[config.mk]
export PLATFORM = sky130hd
export DESIGN_NAME = fll_bus_responder_flat
export DESIGN_NICKNAME = d
export VERILOG_FILES = /design/src/rtl/fll_bus_responder_pkg.sv /design/src/rtl/FLL_BUS.sv /design/src/rtl/fll_emu_core.sv /design/src/rtl/fll_bus_responder.sv /design/src/flat_wrapper.sv
export SDC_FILE = /design/constraint.sdc
export NUM_CORES = 1
export LEC_CHECK = 0
export BUFFER_PORTS_ARGS = -buffer_cell sky130_fd_sc_hd__buf_2
export CAP_MARGIN = 10
export CORE_ASPECT_RATIO = 0.5
export CORE_MARGIN = 2
export CORE_UTILIZATION = 40
export DETAILED_ROUTE_END_ITERATION = 16
export PLACE_DENSITY = 0.64
export SYNTH_ARGS = -nofsm -noshare
export SYNTH_HDL_FRONTEND = slang
export SYNTH_SLANG_ARGS = --single-unit
[constraint.sdc]
create_clock -name clk_i -period 4.8 [get_ports clk_i]
set_input_delay 0 -clock clk_i [delete_from_list [all_inputs] [get_ports clk_i]]
set_output_delay 0 -clock clk_i [all_outputs]
set_load 0.02 [all_outputs]
[src/rtl/fll_bus_responder_pkg.sv]
// Shared types, register addresses and field helpers for the FLL bus responder.
package fll_bus_responder_pkg;

  localparam int unsigned DATA_W     = 32;
  localparam int unsigned ADDR_W     = 2;
  localparam int unsigned MULT_W     = 16;
  localparam int unsigned LOCK_CYC_W = 16;
  localparam int unsigned LAT_W      = 4;

  typedef enum logic [1:0] {
    ST_IDLE,
    ST_BUSY,
    ST_ACK,
    ST_WAIT
  } fsm_state_e;

  localparam logic [ADDR_W-1:0] ADDR_STATUS = 2'd0;
  localparam logic [ADDR_W-1:0] ADDR_CFG1   = 2'd1;
  localparam logic [ADDR_W-1:0] ADDR_CFG2   = 2'd2;
  localparam logic [ADDR_W-1:0] ADDR_INTEG  = 2'd3;

  function automatic logic [MULT_W-1:0] mult_field(input logic [DATA_W-1:0] r);
    return r[MULT_W-1:0];
  endfunction

  function automatic logic [LOCK_CYC_W-1:0] lock_cyc_field(input logic [DATA_W-1:0] r);
    return r[LOCK_CYC_W-1:0];
  endfunction

endpackage

[src/rtl/FLL_BUS.sv]
// FLL control bus: requester drives req/wrn/addr/wdata, responder returns ack/rdata/lock.
interface FLL_BUS;
  logic        req;
  logic        wrn;
  logic [1:0]  addr;
  logic [31:0] wdata;
  logic        ack;
  logic [31:0] rdata;
  logic        lock;

  modport in  (input req, wrn, addr, wdata, output ack, rdata, lock);
  modport out (output req, wrn, addr, wdata, input ack, rdata, lock);
endinterface

[src/rtl/fll_emu_core.sv]
// Emulated FLL: multiplier ramps toward the target, lock after a settle period.
module fll_emu_core
  import fll_bus_responder_pkg::*;
#(
  parameter int unsigned RAMP_DIV = 4
) (
  input  logic                  clk_i,
  input  logic                  rst_i,
  input  logic [MULT_W-1:0]     target,
  input  logic [LOCK_CYC_W-1:0] lock_cycles,
  input  logic                  clr,
  output logic [MULT_W-1:0]     mult,
  output logic                  lock
);

  localparam int unsigned DIV_W = (RAMP_DIV > 1) ? $clog2(RAMP_DIV) : 1;

  logic [DIV_W-1:0]      div_cnt;
  logic [LOCK_CYC_W-1:0] settle;
  logic                  tick_c;
  logic [LOCK_CYC_W-1:0] settle_inc_c;

  assign tick_c       = (div_cnt == DIV_W'(RAMP_DIV - 1));
  assign settle_inc_c = (settle == '1) ? settle : settle + 1'b1;

  // A target change (clr) suppresses the ramp step on that edge.
  always_ff @(posedge clk_i) begin
    if (rst_i) begin
      div_cnt <= '0;
      mult    <= '0;
      settle  <= '0;
      lock    <= 1'b0;
    end else begin
      div_cnt <= tick_c ? '0 : div_cnt + 1'b1;
      if (tick_c && !clr) begin
        if (mult < target)      mult <= mult + 1'b1;
        else if (mult > target) mult <= mult - 1'b1;
      end
      if (clr || (mult != target)) begin
        settle <= '0;
        lock   <= 1'b0;
      end else begin
        settle <= settle_inc_c;
        lock   <= (settle_inc_c >= lock_cycles);
      end
    end
  end

endmodule

[src/rtl/fll_bus_responder.sv]
// FLL bus responder: bus FSM and register bank in front of the emulated FLL core.
module fll_bus_responder
  import fll_bus_responder_pkg::*;
#(
  parameter int unsigned       ACK_LATENCY = 1,
  parameter int unsigned       RAMP_DIV    = 4,
  parameter logic [DATA_W-1:0] CFG1_RST    = 32'h0000_05F5,
  parameter logic [DATA_W-1:0] CFG2_RST    = 32'h0000_0010
) (
  input  logic              clk_i,
  input  logic              rst_i,
  FLL_BUS.in                fll,
  output logic [MULT_W-1:0] mult_o
);

  fsm_state_e        state;
  logic [LAT_W-1:0]  lat_cnt;
  logic              wr_q;
  logic [ADDR_W-1:0] addr_q;
  logic [DATA_W-1:0] wdata_q;
  logic [DATA_W-1:0] cfg1;
  logic [DATA_W-1:0] cfg2;
  logic [DATA_W-1:0] integ;
  logic              ack_q;
  logic [DATA_W-1:0] rdata_q;
  logic              lock;
  logic [MULT_W-1:0] mult;
  logic              commit_c;
  logic              clr_c;
  logic [DATA_W-1:0] rd_val_c;

  assign commit_c = (state == ST_BUSY) && (lat_cnt == '0);
  assign clr_c    = commit_c && wr_q && (addr_q == ADDR_CFG1)
                    && (mult_field(wdata_q) != mult_field(cfg1));

  // Read value as seen after this transaction's own write commits.
  always_comb begin
    rd_val_c = '0;
    case (addr_q)
      ADDR_STATUS: rd_val_c = {lock, 15'b0, mult};
      ADDR_CFG1:   rd_val_c = wr_q ? wdata_q : cfg1;
      ADDR_CFG2:   rd_val_c = wr_q ? wdata_q : cfg2;
      ADDR_INTEG:  rd_val_c = wr_q ? wdata_q : integ;
      default:     rd_val_c = '0;
    endcase
  end

  always_ff @(posedge clk_i) begin
    if (rst_i) begin
      state   <= ST_IDLE;
      lat_cnt <= '0;
      wr_q    <= 1'b0;
      addr_q  <= '0;
      wdata_q <= '0;
      cfg1    <= CFG1_RST;
      cfg2    <= CFG2_RST;
      integ   <= '0;
      ack_q   <= 1'b0;
      rdata_q <= '0;
    end else begin
      ack_q   <= 1'b0;
      rdata_q <= '0;
      case (state)
        ST_IDLE: begin
          if (fll.req) begin
            wr_q    <= fll.wrn;
            addr_q  <= fll.addr;
            wdata_q <= fll.wdata;
            lat_cnt <= LAT_W'(ACK_LATENCY - 1);
            state   <= ST_BUSY;
          end
        end
        ST_BUSY: begin
          if (lat_cnt == '0) begin
            state   <= ST_ACK;
            ack_q   <= 1'b1;
            rdata_q <= rd_val_c;
            if (wr_q) begin
              case (addr_q)
                ADDR_CFG1:  cfg1  <= wdata_q;
                ADDR_CFG2:  cfg2  <= wdata_q;
                ADDR_INTEG: integ <= wdata_q;
                default:    ;
              endcase
            end
          end else begin
            lat_cnt <= lat_cnt - 1'b1;
          end
        end
        ST_ACK:  state <= ST_WAIT;
        ST_WAIT: if (!fll.req) state <= ST_IDLE;
        default: state <= ST_IDLE;
      endcase
    end
  end

  fll_emu_core #(
    .RAMP_DIV (RAMP_DIV)
  ) u_core (
    .clk_i       (clk_i),
    .rst_i       (rst_i),
    .target      (mult_field(cfg1)),
    .lock_cycles (lock_cyc_field(cfg2)),
    .clr         (clr_c),
    .mult        (mult),
    .lock        (lock)
  );

  assign fll.ack   = ack_q;
  assign fll.rdata = rdata_q;
  assign fll.lock  = lock;
  assign mult_o    = mult;

endmodule

[src/flat_wrapper.sv]
// flat-port wrapper written by rule: the top's interface ports become plain ports
module fll_bus_responder_flat import fll_bus_responder_pkg::*;
#(
  parameter int unsigned       ACK_LATENCY = 1,
  parameter int unsigned       RAMP_DIV    = 4,
  parameter logic [DATA_W-1:0] CFG1_RST    = 32'h0000_05F5,
  parameter logic [DATA_W-1:0] CFG2_RST    = 32'h0000_0010
)
  (clk_i, rst_i, mult_o, fll_req, fll_wrn, fll_addr, fll_wdata, fll_ack, fll_rdata, fll_lock);
  FLL_BUS fll_i ();
  input  logic clk_i;
  input  logic rst_i;
  output logic [MULT_W-1:0] mult_o;
  input wire logic [$bits(fll_i.req)-1:0] fll_req;
  input wire logic [$bits(fll_i.wrn)-1:0] fll_wrn;
  input wire logic [$bits(fll_i.addr)-1:0] fll_addr;
  input wire logic [$bits(fll_i.wdata)-1:0] fll_wdata;
  output wire logic [$bits(fll_i.ack)-1:0] fll_ack;
  output wire logic [$bits(fll_i.rdata)-1:0] fll_rdata;
  output wire logic [$bits(fll_i.lock)-1:0] fll_lock;
  assign fll_i.req = fll_req;
  assign fll_i.wrn = fll_wrn;
  assign fll_i.addr = fll_addr;
  assign fll_i.wdata = fll_wdata;
  assign fll_ack = fll_i.ack;
  assign fll_rdata = fll_i.rdata;
  assign fll_lock = fll_i.lock;
  fll_bus_responder #(.ACK_LATENCY(ACK_LATENCY), .RAMP_DIV(RAMP_DIV), .CFG1_RST(CFG1_RST), .CFG2_RST(CFG2_RST)) u_core (.clk_i(clk_i), .rst_i(rst_i), .fll(fll_i), .mult_o(mult_o));
endmodule
Word-level counts from Yosys, hierarchy flattened
Cells that the tools add are included.

word-level totals
  word-level logic and storage cells = 76
  output and inout bits = 50
  flip-flop bits (word level) = 205

operators by class
  magnitude comparators = 3
  $add $sub $neg = 5
  reductions and logical operators = 23
  equal/unequal tests = 14
  bitwise logic cells = 2
  multiplexer cells = 15

operators with widths
  cell                     count
  $pmux W32 S4             1
  $mux W32                 3
  $mux W16                 3
  $add A16 B1 Y16 const B  2
  $ne A16 B16 Y1           2
  $eq A16 B16 Y1 const B   1
  $ge A16 B16 Y1           1
  $gt A16 B16 Y1           1
  $lt A16 B16 Y1           1
  $sub A16 B1 Y16 const B  1
  $reduce_and A4 Y1        3
  $eq A2 B2 Y1 const B     5
  $mux W4                  2
  $ne A2 B2 Y1 const B     4
  $pmux W2 S4              1
  $pmux W4 S2              1
  $mux W2                  3
  $reduce_and A3 Y1        2
  $reduce_or A2 Y1         3
  $logic_and A1 B1 Y1      5
  $eq A2 B1 Y1 const B     2
  $logic_not A2 Y1         2
  $logic_not A4 Y1         1
  $reduce_and A2 Y1        2
  other kinds (8)          10

Depth between registers and ports, before layout
Gate-level depths: netlist (run 1).

  word-level depth = 8
  gate-level depth with buffers = 14
  mapped depth without buffers = 14

Cells and area by module
Synthesis (run 1) repeated with hierarchy kept, for this count alone.

unflattened totals
  cells, all modules = 1221
  area, all modules = 10029.6 µm²

by module, submodules not included
  module             times used  area each (µm²)  sequential area each (µm²)  cells an instance
  fll_bus_responder  1           7109.3           3403.3                      883
  fll_emu_core       1           2920.3           700.7                       338

Worst setup path before layout (run 1)
OpenSTA, ideal clock, no wires.

  path type = flip-flop to flip-flop
  start point = reg u_core.u_core.mult[7]
  end point = reg u_core.u_core.mult[15]
  period minus slack after synthesis = 3716 ps
  library setup time = 116 ps
  path slack = 1084 ps
  path buffers = 0
  stages on the path, launching flop included = 14
  data arrival time = 3599 ps
  cell sequence = dfxtp_1 > ha_1 > nand2_1 > o21ai_0 > a21oi_1 > o211ai_1 > ha_1 > a21o_1 > a31o_2 > a21oi_1 > o21ai_0 > xor2_1 > a21oi_1 > a31o_2

on the way
  word-level cells in the longest chain between the ends = 3

ends and longest elaborated chain
  element                                         RTL line            RTL
  from (decl)                                     fll_emu_core.sv:12  output logic [MULT_W-1:0] mult,
  from (signal assigned)                          fll_emu_core.sv:36  if (mult < target) mult <= mult + 1'b1;
  from (signal assigned)                          fll_emu_core.sv:37  else if (mult > target) mult <= mult - 1'b1;
  $sub A16 B1 Y16, or another cell as far along   fll_emu_core.sv:37
  $mux W16 or $reduce_bool A2 Y1 (tied branches)  --
  $mux W16 or $reduce_and A2 Y1 (tied branches)   --

Parallel ways exist; a longest one is shown, timed or not. The select of a mux whose other input is x is not followed.
A chain may end at the register's enable or synchronous reset.

Worst setup path in the final report (run 1)
  start point = reg u_core.cfg1[7]
  end point = reg u_core.u_core.mult[15]

on the way
  word-level cells in the longest chain between the ends = 5

ends and longest elaborated chain
  element                                                                 RTL line                 RTL
  from (decl)                                                             fll_bus_responder.sv:21  logic [DATA_W-1:0] cfg1;
  from (signal assigned)                                                  fll_bus_responder.sv:80  ADDR_CFG1: cfg1 <= wdata_q;
  parallel branches: the longest is 5 deep, another holds $lt A16 B16 Y1  --

Several ways; the timed one is not identified.

==> impl_metrics.py, run 1 <==
metrics = {
    "outcome": {
        "run_status": "completed",
    },
    "hold_path": {
        "hold_depth": 4,
        "hold_path.startpoint": "fll_wdata[23]",
        "hp-class": "primary input to register",
    },
    "worst_setup_path": {
        "cp_cell_sequence": "inv_1 -> ha_1 -> nand2_1 -> o21ai_0 -> a21oi_1 -> o211ai_1 -> buf_4 -> ha_1 -> a21oi_1 -> o21ai_0 -> a221oi_1 -> o21ai_0 -> xor2_1 -> a21oi_1 -> a31o_2",
        "cp-endpoint": "u_core.u_core.mult[15]$_SDFFE_PP0P_",
        "r2r_end": "u_core.u_core.mult[15]$_SDFFE_PP0P_",
        "r2r_start": "u_core.cfg1[7]$_SDFFE_PP1P_",
        "end_kind": "register",
        "cp.buffers_inverters": 2,
        "worst-path-max-fanout": 11,
        "critical_path_class": "register to register",
        "crit_arrival_ns": 4.62,
        "critPathSlowestCell": "o211ai_1",
        "cp.depth": 15,
        "start_kind": "register",
        "r2r_setup_slack_ns": 0.57,
        "cpPeakStageDelay_ns": 0.78,
        "r2r_cells": 15,
        "path_delay_family": "compound AO/OA/AOI/OAI gates",
        "crit_required_ns": 5.19,
        "crit_path_start": "u_core.cfg1[7]$_SDFFE_PP1P_",
    },
    "logic_synthesis": {
        "avgSynthCellArea_um2": 7.95,
        "synth_warnings": 0,
        "synthTopCellsByArea": "dfxtp_1 42%, nand2_1 11%, a21oi_1 9.6%",
        "syn-num-nets": 1336,
        "ys_types": 46,
        "yosysSeqAreaShare": 0.416,
        "synthFlopType": "dfxtp_1",
        "synth.most_common_cell": "nand2_1",
        "synth_area_mm2": 0.00986,
        "synth_edf_count": 0,
        "synthTopCellsByCount": "291 x nand2_1, 205 x dfxtp_1, 190 x a21oi_1",
        "yosys_register_bits": 205,
        "syn-instance-count": 1240,
        "yosysTopAreaCellShare": 0.416,
        "async_flop_share": 0,
        "yosys.area.top_type": "dfxtp_1",
    },
    "sta": {
        "final.period_utilization": 0.881,
        "hold_viol": 0,
        "rsz0062_at_grt": "no",
        "slew-limit-headroom": 0.346,
        "finalSetupViolCount": 0,
        "whs_ns": 0.294,
        "final_max_slew_viol_count": 0,
        "fmax_mhz": 237,
        "worst_pin_slew_ns": 0.977,
        "clock_skew_ns": 0.00684,
        "fin_tns_setup_ns": 0,
        "period_needed_ns": 4.23,
    },
    "detailed_routing": {
        "drtIter0Drc": 644,
        "wirelength_mm": 25.9,
        "viasPerCell": 5.16,
        "drc": 0,
        "wl_per_cell_um": 15.5,
        "drt_pass1_iterations": 5,
        "vias": 8643,
        "drtAntennaViolNets": 0,
    },
    "clock_network": {
        "cts_buffers": 20,
        "root_buffer": "clkbuf_16",
        "cts_sinks": 205,
        "worst_skew_pair.late_latency_ns": 0.49,
        "ctsLongestPathBuffers": 3,
        "h-tree-depth": 1,
        "cts_resized": 0,
        "clkTransAtPathRegs_ns": 0.07,
        "cts_tree": "done",
    },
    "floorplan": {
        "row_count": 40,
        "floorplan.die_area_mm2": 0.0260,
        "start_util": 0.409,
        "core_mm2": 0.0241,
        "die_h_um": 115,
        "die_width_um": 226,
        "io_pins": 88,
    },
    "layout": {
        "diodes": 0,
        "final_area_mm2": 0.0116,
        "fin_cells": 1675,
        "fin_nets": 1423,
        "areaGrowthSynthToFinish_pct": 17.6,
        "drive_above_1_share": 0.113,
    },
    "global_route": {
        "grt_pass1_vias": 8426,
        "grt_pass1_wl_mm": 42.7,
        "grt_usage": 0.202,
        "antenna_found_initial": 0,
        "grt_max_degree": 85,
        "grt_overflow_total": 0,
    },
    "place": {
        "gp_congestion": 0.906,
        "dp_hpwl_mm": 17.7,
        "placed_area_mm2": 0.0106,
        "place_inst": 1604,
        "portBuffers": 87,
    },
    "power_and_ir_drop": {
        "peakVddDrop_mv": 0.215,
        "powerDensity_mw_per_mm2": 370,
        "p_leak_nw": 4.56,
    },
    "run": {
        "cap_violations": 0,
    },
}
-- cell families after synthesis --
family                   share of synthesized area
AO/OA/AOI/OAI                                0.166
XOR/XNOR                                    0.0364
adder cells (fa/ha/maj)                     0.0743
buffers and inverters                       0.0469
flip-flops                                   0.416
multiplexers                                0.0480
AND/OR/NAND/NOR                              0.212
-- flip-flops by register name, summed over array words and instances, names as in the netlist --
register	flops
u_core.addr_q	2
u_core.wdata_q	32
u_core.fll.ack	1
u_core.integ	32
u_core.state	2
u_core.u_core.div_cnt	2
u_core.lat_cnt	4
u_core.u_core.mult	16
u_core.cfg2	32
u_core.fll.rdata	32
u_core.cfg1	32
u_core.u_core.settle	16
u_core.wr_q	1
u_core.u_core.lock	1
-- routing by layer --
layer | global-route usage | up-vias | part of all wire
li1 | - | 4386 | -
met1 | 0.271 | 4062 | 0.47
met2 | 0.347 | 159 | 0.47
met3 | 0.0266 | 36 | 0.040
met4 | 0.0465 | 0 | 0.018
met5 | 0 | - | 0
-- repair_timing --
item	in CTS	in global routing
endpoints found under the hold margin	50	0
hold buffers	37	0
buffers inserted	0	0
endpoints found under the setup margin	0	0
-- final cells by class --
| class | count | area, µm² |
|---|---|---|
| fillers | 2361 | 12500 |
| multi-input cells | 916 | 5310 |
| flip-flops and latches | 205 | 4110 |
| repair buffers | 140 | 928 |
| clock buffers | 27 | 578 |
| well taps | 336 | 420 |
| inverters | 44 | 165 |
| clock inverters | 7 | 87.6 |
-- metrics by stage --
step           utilization  setup slack (ns)  power (mW)
2_1_floorplan            -              1.08        2.48
3_3_place_gp         0.438             0.722        2.68
3_5_place_dp         0.438             0.679        2.70
4_1_cts              0.481             0.635        4.32
5_1_grt              0.481             0.312        4.52
6_report             0.481             0.572        4.29
-- report_power, final --
part / internal [mW] / switching (mW) / total [mW]
Clock: 0.950 / 0.652 / 1.60
Combinational: 0.273 / 0.483 / 0.756
Sequential: 1.80 / 0.136 / 1.93
Total: 3.02 / 1.27 / 4.29
-- how the worst min path moves through the flow --
stage	to	slack (ns)
finish	u_core.wdata_q[23]$_SDFFE_PP0P_	0.29
global route	u_core.wdata_q[23]$_SDFFE_PP0P_	0.30
CTS	u_core.wdata_q[23]$_SDFFE_PP0P_	0.27
detailed placement	u_core.wdata_q[23]$_SDFFE_PP0P_	0.25
global placement	u_core.wdata_q[5]$_SDFFE_PP0P_	0.24
floorplan	u_core.wdata_q[31]$_SDFFE_PP0P_	0.14
-- placed cells by master, fill, tap and decap left out, types with 9 or more instances in the layout --
cell type and n:
dlygate4sd3_1 37, clkbuf_16 21, inv_1 44, a21o_1 9
a211oi_1 51, buf_4 17, nand2_1 291, nand3_1 16
o21ai_0 14, dfxtp_1 202, xor2_1 9, nor2b_1 10
a21oi_1 190, nand3b_1 11, mux2i_1 45, xnor2_1 32
and3_1 10, buf_2 86, nor3_1 10, ha_1 57
nand4_1 12, nor2_1 98
-- worst reg2reg max path, stage by stage (launching register included) --
cell	delay, ns
dfxtp_1	0.38
inv_1	0.07
ha_1	0.31
nand2_1	0.06
o21ai_0	0.24
a21oi_1	0.11
o211ai_1	0.78
buf_4	0.33
ha_1	0.31
a21oi_1	0.32
o21ai_0	0.17
a221oi_1	0.33
o21ai_0	0.18
xor2_1	0.23
a21oi_1	0.10
a31o_2	0.22
Note: power is estimated with default switching activity, not from simulation.
==> run 2: changes to the inputs <==
--- a/config.mk
+++ b/config.mk
@@ -13,4 +13,5 @@
 export DETAILED_ROUTE_END_ITERATION = 16
 export PLACE_DENSITY = 0.64
+export SETUP_SLACK_MARGIN = 0.2
 export SYNTH_ARGS = -nofsm -noshare
 export SYNTH_HDL_FRONTEND = slang
==> constraint.sdc (replaced) <==
create_clock -name clk_i -period 4.8 [get_ports clk_i]
set_input_delay 0.96 -clock clk_i [delete_from_list [all_inputs] [get_ports clk_i]]
set_output_delay 0.96 -clock clk_i [all_outputs]
set_load 0.02 [all_outputs]
==> run 2 against run 1 <==
Compared with the run above: first-iteration DRC count down 16%; setup slack better by 0.064 ns; combinational power fell by 3%; sequential share of layout area grew 1.3 points; critical path depth stayed put; flip-flop and latch count is the same; clock skew increased by 0.012 ns; clock power decreased by 6%; die area unchanged; global-route usage decreased by 0.29 points; total power decreased by 3.0%; critical path type unchanged; largest cell class unchanged.
==> impl_metrics.py, run 2 (same netlist as run 1, synthesis figures left out) <==
metrics = {
    "place": {
        "place_inst": 1605,
        "placed_area_mm2": 0.0106,
        "gp_congestion": 0.894,
        "post-place-ws_ns": 0.693,
        "dp_hpwl_mm": 17.7,
        "portBuffers": 87,
    },
    "clock_network": {
        "cts_tree": "done",
        "cts_sinks": 205,
        "ctsLongestPathBuffers": 3,
        "clkTransAtPathRegs_ns": 0.07,
        "worst_skew_pair.late_latency_ns": 0.51,
        "h-tree-depth": 1,
        "cts_setup_buffers": 0,
        "cts_resized": 0,
        "cts_buffers": 20,
        "cts-hold-fix-buffers": 0,
        "root_buffer": "clkbuf_16",
    },
    "worst_setup_path": {
        "cp-endpoint": "u_core.u_core.mult[15]$_SDFFE_PP0P_",
        "crit_required_ns": 5.18,
        "start_kind": "register",
        "critical_path_class": "register to register",
        "end_kind": "register",
        "r2r_start": "u_core.cfg1[5]$_SDFFE_PP1P_",
        "cp_cell_sequence": "inv_1 -> ha_1 -> a21oi_1 -> o21ai_0 -> a21oi_1 -> o211ai_1 -> buf_4 -> ha_1 -> a21oi_1 -> o21ai_0 -> a221oi_1 -> o21ai_0 -> xor2_1 -> a21oi_1 -> a31o_2",
        "crit_path_start": "u_core.cfg1[5]$_SDFFE_PP1P_",
        "r2r_cells": 15,
        "cp.depth": 15,
        "worst-path-max-fanout": 11,
        "critPathSlowestCell": "o211ai_1",
        "r2r_end": "u_core.u_core.mult[15]$_SDFFE_PP0P_",
        "path_delay_family": "compound AO/OA/AOI/OAI gates",
        "cpPeakStageDelay_ns": 0.77,
        "r2r_setup_slack_ns": 0.64,
        "cp.buffers_inverters": 2,
        "crit_arrival_ns": 4.55,
        "crit_top_cell": "a21oi_1",
    },
    "layout": {
        "areaGrowthSynthToFinish_pct": 13.3,
        "final_area_mm2": 0.0112,
        "final_common_cell": "nand2_1",
        "diodes": 0,
        "mostFrequentLayoutCells": "291 x nand2_1, 202 x dfxtp_1, 190 x a21oi_1",
        "fin_nets": 1387,
        "nFillCells": 2378,
        "fin_cells": 1638,
        "drive_above_1_share": 0.116,
    },
    "global_route": {
        "grt_max_degree": 85,
        "antenna_found_initial": 0,
        "grt_usage": 0.199,
        "grt_overflow_total": 0,
        "grt_pass1_wl_mm": 42.1,
        "grt_pass1_vias": 8252,
    },
    "detailed_routing": {
        "wl_per_cell_um": 15.6,
        "drc": 0,
        "vias": 8544,
        "drtAntennaViolNets": 0,
        "viasPerCell": 5.22,
        "drtIter0Drc": 538,
        "drt_pass1_iterations": 5,
        "wirelength_mm": 25.5,
    },
    "floorplan": {
        "die_h_um": 115,
        "floorplan.die_area_mm2": 0.0260,
        "row_count": 40,
        "core_mm2": 0.0241,
        "die_width_um": 226,
        "start_util": 0.409,
        "io_pins": 88,
    },
    "power_and_ir_drop": {
        "peakVddDrop_mv": 0.188,
        "p_leak_nw": 4.38,
        "powerDensity_mw_per_mm2": 372,
    },
    "sta": {
        "fin_tns_setup_ns": 0,
        "clock_skew_ns": 0.0186,
        "worst_pin_slew_ns": 0.971,
        "fmax_mhz": 240,
        "rsz0062_at_grt": "no",
        "finalWorstSetupSlack_ns": 0.636,
        "final_max_slew_viol_count": 0,
        "period_needed_ns": 4.16,
        "final.period_utilization": 0.867,
        "finalSetupViolCount": 0,
        "hold_viol": 0,
        "slew-limit-headroom": 0.350,
    },
    "outcome": {
        "run_status": "completed",
    },
    "run": {
        "cap_violations": 0,
    },
    "hold_path": {
        "hp-class": "register to register",
    },
}
[run 2: changes by cell type in the layout (fill, tap and decap cells not counted)]
cell           previous run  this run
clkbuf_16                21        20
clkinv_2                  4         5
clkinv_8                  0         1
buf_4                    17        18
bufinv_16                 2         0
dlygate4sd3_1            37         0
clkinvlp_4                1         0
clkbuf_8                  3         4
[run 2: worst min-delay path by stage]
stage	start	endpoint	slack, ns	cells past startpoint
3_5_place_dp	u_core.u_core.div_cnt[0]$_SDFF_PP0_	u_core.u_core.div_cnt[0]$_SDFF_PP0_	0.42	1
3_3_place_gp	u_core.u_core.div_cnt[0]$_SDFF_PP0_	u_core.u_core.div_cnt[0]$_SDFF_PP0_	0.42	1
6_report	u_core.u_core.div_cnt[0]$_SDFF_PP0_	u_core.u_core.div_cnt[0]$_SDFF_PP0_	0.43	1
2_1_floorplan	u_core.u_core.div_cnt[0]$_SDFF_PP0_	u_core.u_core.div_cnt[0]$_SDFF_PP0_	0.41	1
4_1_cts	u_core.u_core.div_cnt[0]$_SDFF_PP0_	u_core.u_core.div_cnt[0]$_SDFF_PP0_	0.44	1
5_1_grt	u_core.u_core.div_cnt[0]$_SDFF_PP0_	u_core.u_core.div_cnt[0]$_SDFF_PP0_	0.46	1
[run 2: routing by layer]
| metal | vias to the layer above | global-route usage | wire (µm) |
|---|---|---|---|
| met5 | - | 0 | 0 |
| met4 | 0 | 0.0373 | 376 |
| met3 | 32 | 0.0271 | 1010 |
| met2 | 160 | 0.343 | 12000 |
| met1 | 4036 | 0.269 | 12200 |
| li1 | 4316 | - | - |
[run 2: power by group]
| part | total, mW | switching, mW | internal [mW] | leakage (nW) |
|---|---|---|---|---|
| combinational | 0.737 | 0.481 | 0.256 | 2.42 |
| clock | 1.50 | 0.667 | 0.828 | 0.305 |
| sequential | 1.93 | 0.134 | 1.80 | 1.66 |
[run 2: worst register-to-register path: stages (launching register included)]
cell and delay (ns):
dfxtp_1 0.39, inv_1 0.06, ha_1 0.29, a21oi_1 0.06
o21ai_0 0.21, a21oi_1 0.11, o211ai_1 0.77, buf_4 0.33
ha_1 0.30, a21oi_1 0.34, o21ai_0 0.18, a221oi_1 0.29
o21ai_0 0.17, xor2_1 0.24, a21oi_1 0.10, a31o_2 0.22
[run 2: per-stage QoR]
step | utilization | hold slack, ns | total power [mW]
final | 0.463 | 0.435 | 4.16
after global routing | 0.463 | 0.462 | 4.37
after CTS | 0.463 | 0.437 | 4.20
after detailed placement | 0.438 | 0.424 | 2.70
after global placement | 0.438 | 0.416 | 2.69
after floorplan | - | 0.408 | 2.48
[run 2: area by class of cell]
| cell class | instances | area [µm²] | share of cell area |
|---|---|---|---|
| clock inverter | 6 | 41.3 | 0.00369 |
| clock buffer | 27 | 567 | 0.0507 |
| timing repair buffer | 104 | 566 | 0.0506 |
| sequential | 205 | 4110 | 0.367 |
| tap | 336 | 420 | 0.0376 |
| multi-input combinational | 916 | 5310 | 0.475 |
| inverter | 44 | 165 | 0.0148 |
==> run 3: changes to the inputs <==
ABC_AREA = 1   (was unset)
==> run 3 against run 2 <==
Compared with the run above: sequential power is 4% higher; non-clock buffer count fell by 8; critical endpoint is now u_core.u_core.mult[11]$_SDFFE_PP0P_; final cell count rose by 14%; die area up 5.0%; largest cell class unchanged.
==> impl_metrics.py, run 3 <==
metrics = {
    "layout": {
        "mostFrequentLayoutCells": "277 x o21ai_0, 243 x nand2_1, 204 x dfxtp_1",
        "final_common_cell": "o21ai_0",
        "multi_input_area_mm2": 0.00526,
        "final_area_mm2": 0.0117,
        "diodes": 0,
        "areaGrowthSynthToFinish_pct": 13.0,
        "seq_area_mm2": 0.00411,
        "drive_above_1_share": 0.102,
        "fin_nets": 1607,
        "finish.utilization": 0.462,
        "nFillCells": 2559,
    },
    "worst_setup_path": {
        "cpPeakStageDelay_ns": 0.57,
        "cp_cell_sequence": "ha_1 -> nand2_1 -> inv_1 -> nand2_1 -> nand2_1 -> nand2_1 -> nand2_1 -> nand2_1 -> nand2_1 -> ha_1 -> nand2_1 -> o21ai_0 -> nand2_1 -> nand2_1 -> a21oi_1 -> xnor2_1 -> o21ai_0 -> nor2_1",
        "path_delay_family": "simple AND/OR/NAND/NOR gates",
        "end_kind": "register",
        "crit_required_ns": 5.18,
        "r2r_start": "u_core.u_core.mult[3]$_SDFFE_PP0P_",
        "cp-endpoint": "u_core.u_core.mult[11]$_SDFFE_PP0P_",
        "critPathSlowestCell": "ha_1",
        "cp.depth": 18,
        "cp.buffers_inverters": 1,
        "r2r_setup_slack_ns": 1.41,
        "critical_path_class": "register to register",
        "r2r_cells": 18,
        "start_kind": "register",
        "r2r_end": "u_core.u_core.mult[11]$_SDFFE_PP0P_",
        "crit_top_cell": "nand2_1",
        "crit_arrival_ns": 3.77,
        "worst-path-max-fanout": 20,
        "crit_path_start": "u_core.u_core.mult[3]$_SDFFE_PP0P_",
    },
    "logic_synthesis": {
        "synthFlopType": "dfxtp_1",
        "syn-num-nets": 1561,
        "synthTopCellsByCount": "277 x o21ai_0, 243 x nand2_1, 205 x dfxtp_1",
        "syn-instance-count": 1465,
        "synth_warnings": 0,
        "synth.most_common_cell": "o21ai_0",
        "yosys_register_bits": 205,
        "synthTopCellsByArea": "dfxtp_1 40%, o21ai_0 13%, nand2_1 8.8%",
        "yosys.area.top_type": "dfxtp_1",
        "yosysSeqAreaShare": 0.396,
        "async_flop_share": 0,
        "yosysTopAreaCellShare": 0.396,
        "avgSynthCellArea_um2": 7.08,
        "synth_area_mm2": 0.0104,
        "ys_types": 37,
        "synth_edf_count": 0,
    },
    "detailed_routing": {
        "drtIter0Drc": 664,
        "drt_pass1_iterations": 7,
        "wl_per_cell_um": 14.7,
        "drtAntennaViolNets": 0,
        "viasPerCell": 5.19,
        "drc": 0,
        "vias": 9709,
        "wirelength_mm": 27.6,
    },
    "global_route": {
        "grt_usage": 0.199,
        "use_met3": 0.0378,
        "met2_usage": 0.330,
        "grt_pass1_vias": 8927,
        "met1_usage": 0.269,
        "gr-max-usage-layer": "met2",
        "grt_overflow_total": 0,
        "antenna_found_initial": 0,
        "grt_pass1_wl_mm": 44.9,
        "grt_max_degree": 130,
    },
    "place": {
        "portBuffers": 87,
        "placed_area_mm2": 0.0110,
        "gp_congestion": 0.861,
        "dp_hpwl_mm": 18.6,
    },
    "power_and_ir_drop": {
        "switching_share": 0.338,
        "p_int_mw": 3.17,
        "power_frac_seq": 0.419,
        "p_leak_nw": 5.08,
        "powerDensity_mw_per_mm2": 409,
        "peakVddDrop_mv": 0.216,
        "power.switching_mw": 1.62,
        "clkPwrFrac": 0.355,
        "combPwrFrac": 0.227,
    },
    "floorplan": {
        "die_h_um": 118,
        "row_count": 41,
        "core_mm2": 0.0253,
        "floorplan.die_area_mm2": 0.0273,
        "die_width_um": 232,
        "start_util": 0.409,
        "io_pins": 88,
    },
    "sta": {
        "finalSetupViolCount": 0,
        "final.period_utilization": 0.707,
        "hold_viol": 0,
        "period_needed_ns": 3.39,
        "slew-limit-headroom": 0.277,
        "worst_pin_slew_ns": 1.09,
        "fin_tns_setup_ns": 0,
        "final_max_slew_viol_count": 0,
        "rsz0062_at_grt": "no",
        "whs_ns": 0.437,
        "clock_skew_ns": 0.0121,
        "fmax_mhz": 295,
    },
    "clock_network": {
        "root_buffer": "clkbuf_16",
        "cts_sinks": 205,
        "cts_buffers": 21,
        "cts_setup_buffers": 0,
        "h-tree-depth": 1,
        "cts_resized": 0,
        "worst_skew_pair.late_latency_ns": 0.50,
        "cts_tree": "done",
        "cts-hold-fix-buffers": 0,
        "clkTransAtPathRegs_ns": 0.06,
        "ctsLongestPathBuffers": 3,
    },
    "hold_path": {
        "hold_depth": 1,
        "hp-class": "register to register",
    },
    "outcome": {
        "run_status": "completed",
    },
    "run": {
        "cap_violations": 0,
    },
}
## run 3: power by group through the flow
| stage | logic (mW) | clock network (mW) | registers, mW |
|---|---|---|---|
| detailed placement | 1.08 | 0 | 2.04 |
| global placement | 1.06 | 0 | 2.03 |
| CTS | 1.08 | 1.72 | 2.00 |
| floorplan | 0.776 | 0 | 2.02 |
| finish | 1.09 | 1.70 | 2.01 |
| global route | 1.22 | 1.80 | 2.03 |
## run 3: worst register-to-register path, cell delays in order (launching register included)
cell and delay [ns]:
dfxtp_1 0.44, ha_1 0.29, nand2_1 0.09, inv_1 0.06, nand2_1 0.06, nand2_1 0.06, nand2_1 0.06, nand2_1 0.05
nand2_1 0.07, nand2_1 0.45, ha_1 0.58, nand2_1 0.06, o21ai_0 0.34, nand2_1 0.09, nand2_1 0.16, a21oi_1 0.11
xnor2_1 0.12, o21ai_0 0.14, nor2_1 0.06
## run 3: per-stage QoR
step | worst slack [ns] | instances | total power, mW
floorplan | 1.83 | 1465 | 2.80
global placement | 1.50 | 1832 | 3.09
detailed placement | 1.42 | 1832 | 3.12
CTS | 1.41 | 1869 | 4.81
global route | 1.08 | 1869 | 5.05
finish | 1.41 | 1869 | 4.79
## run 3: metal layers
layer  share of wire  vias up  wire [µm]
met4           0.017        0        463
met1            0.48     4546      13200
met2            0.45      212      12300
met5               0        -          0
met3           0.056       39       1540
li1                -     4912          -
## run 3: how the worst min path moves through the flow
stage,start,to,slack (ns)
after CTS,u_core.u_core.div_cnt[0]$_SDFF_PP0_,u_core.u_core.div_cnt[0]$_SDFF_PP0_,0.44
after floorplan,u_core.u_core.div_cnt[0]$_SDFF_PP0_,u_core.u_core.div_cnt[0]$_SDFF_PP0_,0.41
after global placement,u_core.u_core.div_cnt[0]$_SDFF_PP0_,u_core.u_core.div_cnt[0]$_SDFF_PP0_,0.42
after global routing,u_core.integ[28]$_SDFFE_PP0P_,u_core.integ[28]$_SDFFE_PP0P_,0.47
after detailed placement,u_core.u_core.div_cnt[0]$_SDFF_PP0_,u_core.u_core.div_cnt[0]$_SDFF_PP0_,0.43
final,u_core.u_core.div_cnt[0]$_SDFF_PP0_,u_core.u_core.div_cnt[0]$_SDFF_PP0_,0.44
## run 3: logic make-up after synthesis
kind of cell               count (synthesis)  synth area share
adders and majority gates                 58            0.0707
AOI/OAI and AO/OA                        460             0.231
and+or+nand+nor                          448             0.178
buffers and inverters                    262            0.0981
DFF                                      205             0.396
xor gates and xnor gates                  32            0.0270
## run 3: final cells by class
cell class | instances | share of cell area
sequential | 205 | 0.351
clock inverter | 11 | 0.0114
inverter | 189 | 0.0609
multi-input combinational | 998 | 0.449
timing repair buffer | 96 | 0.0429
tap | 344 | 0.0367
clock buffer | 26 | 0.0482
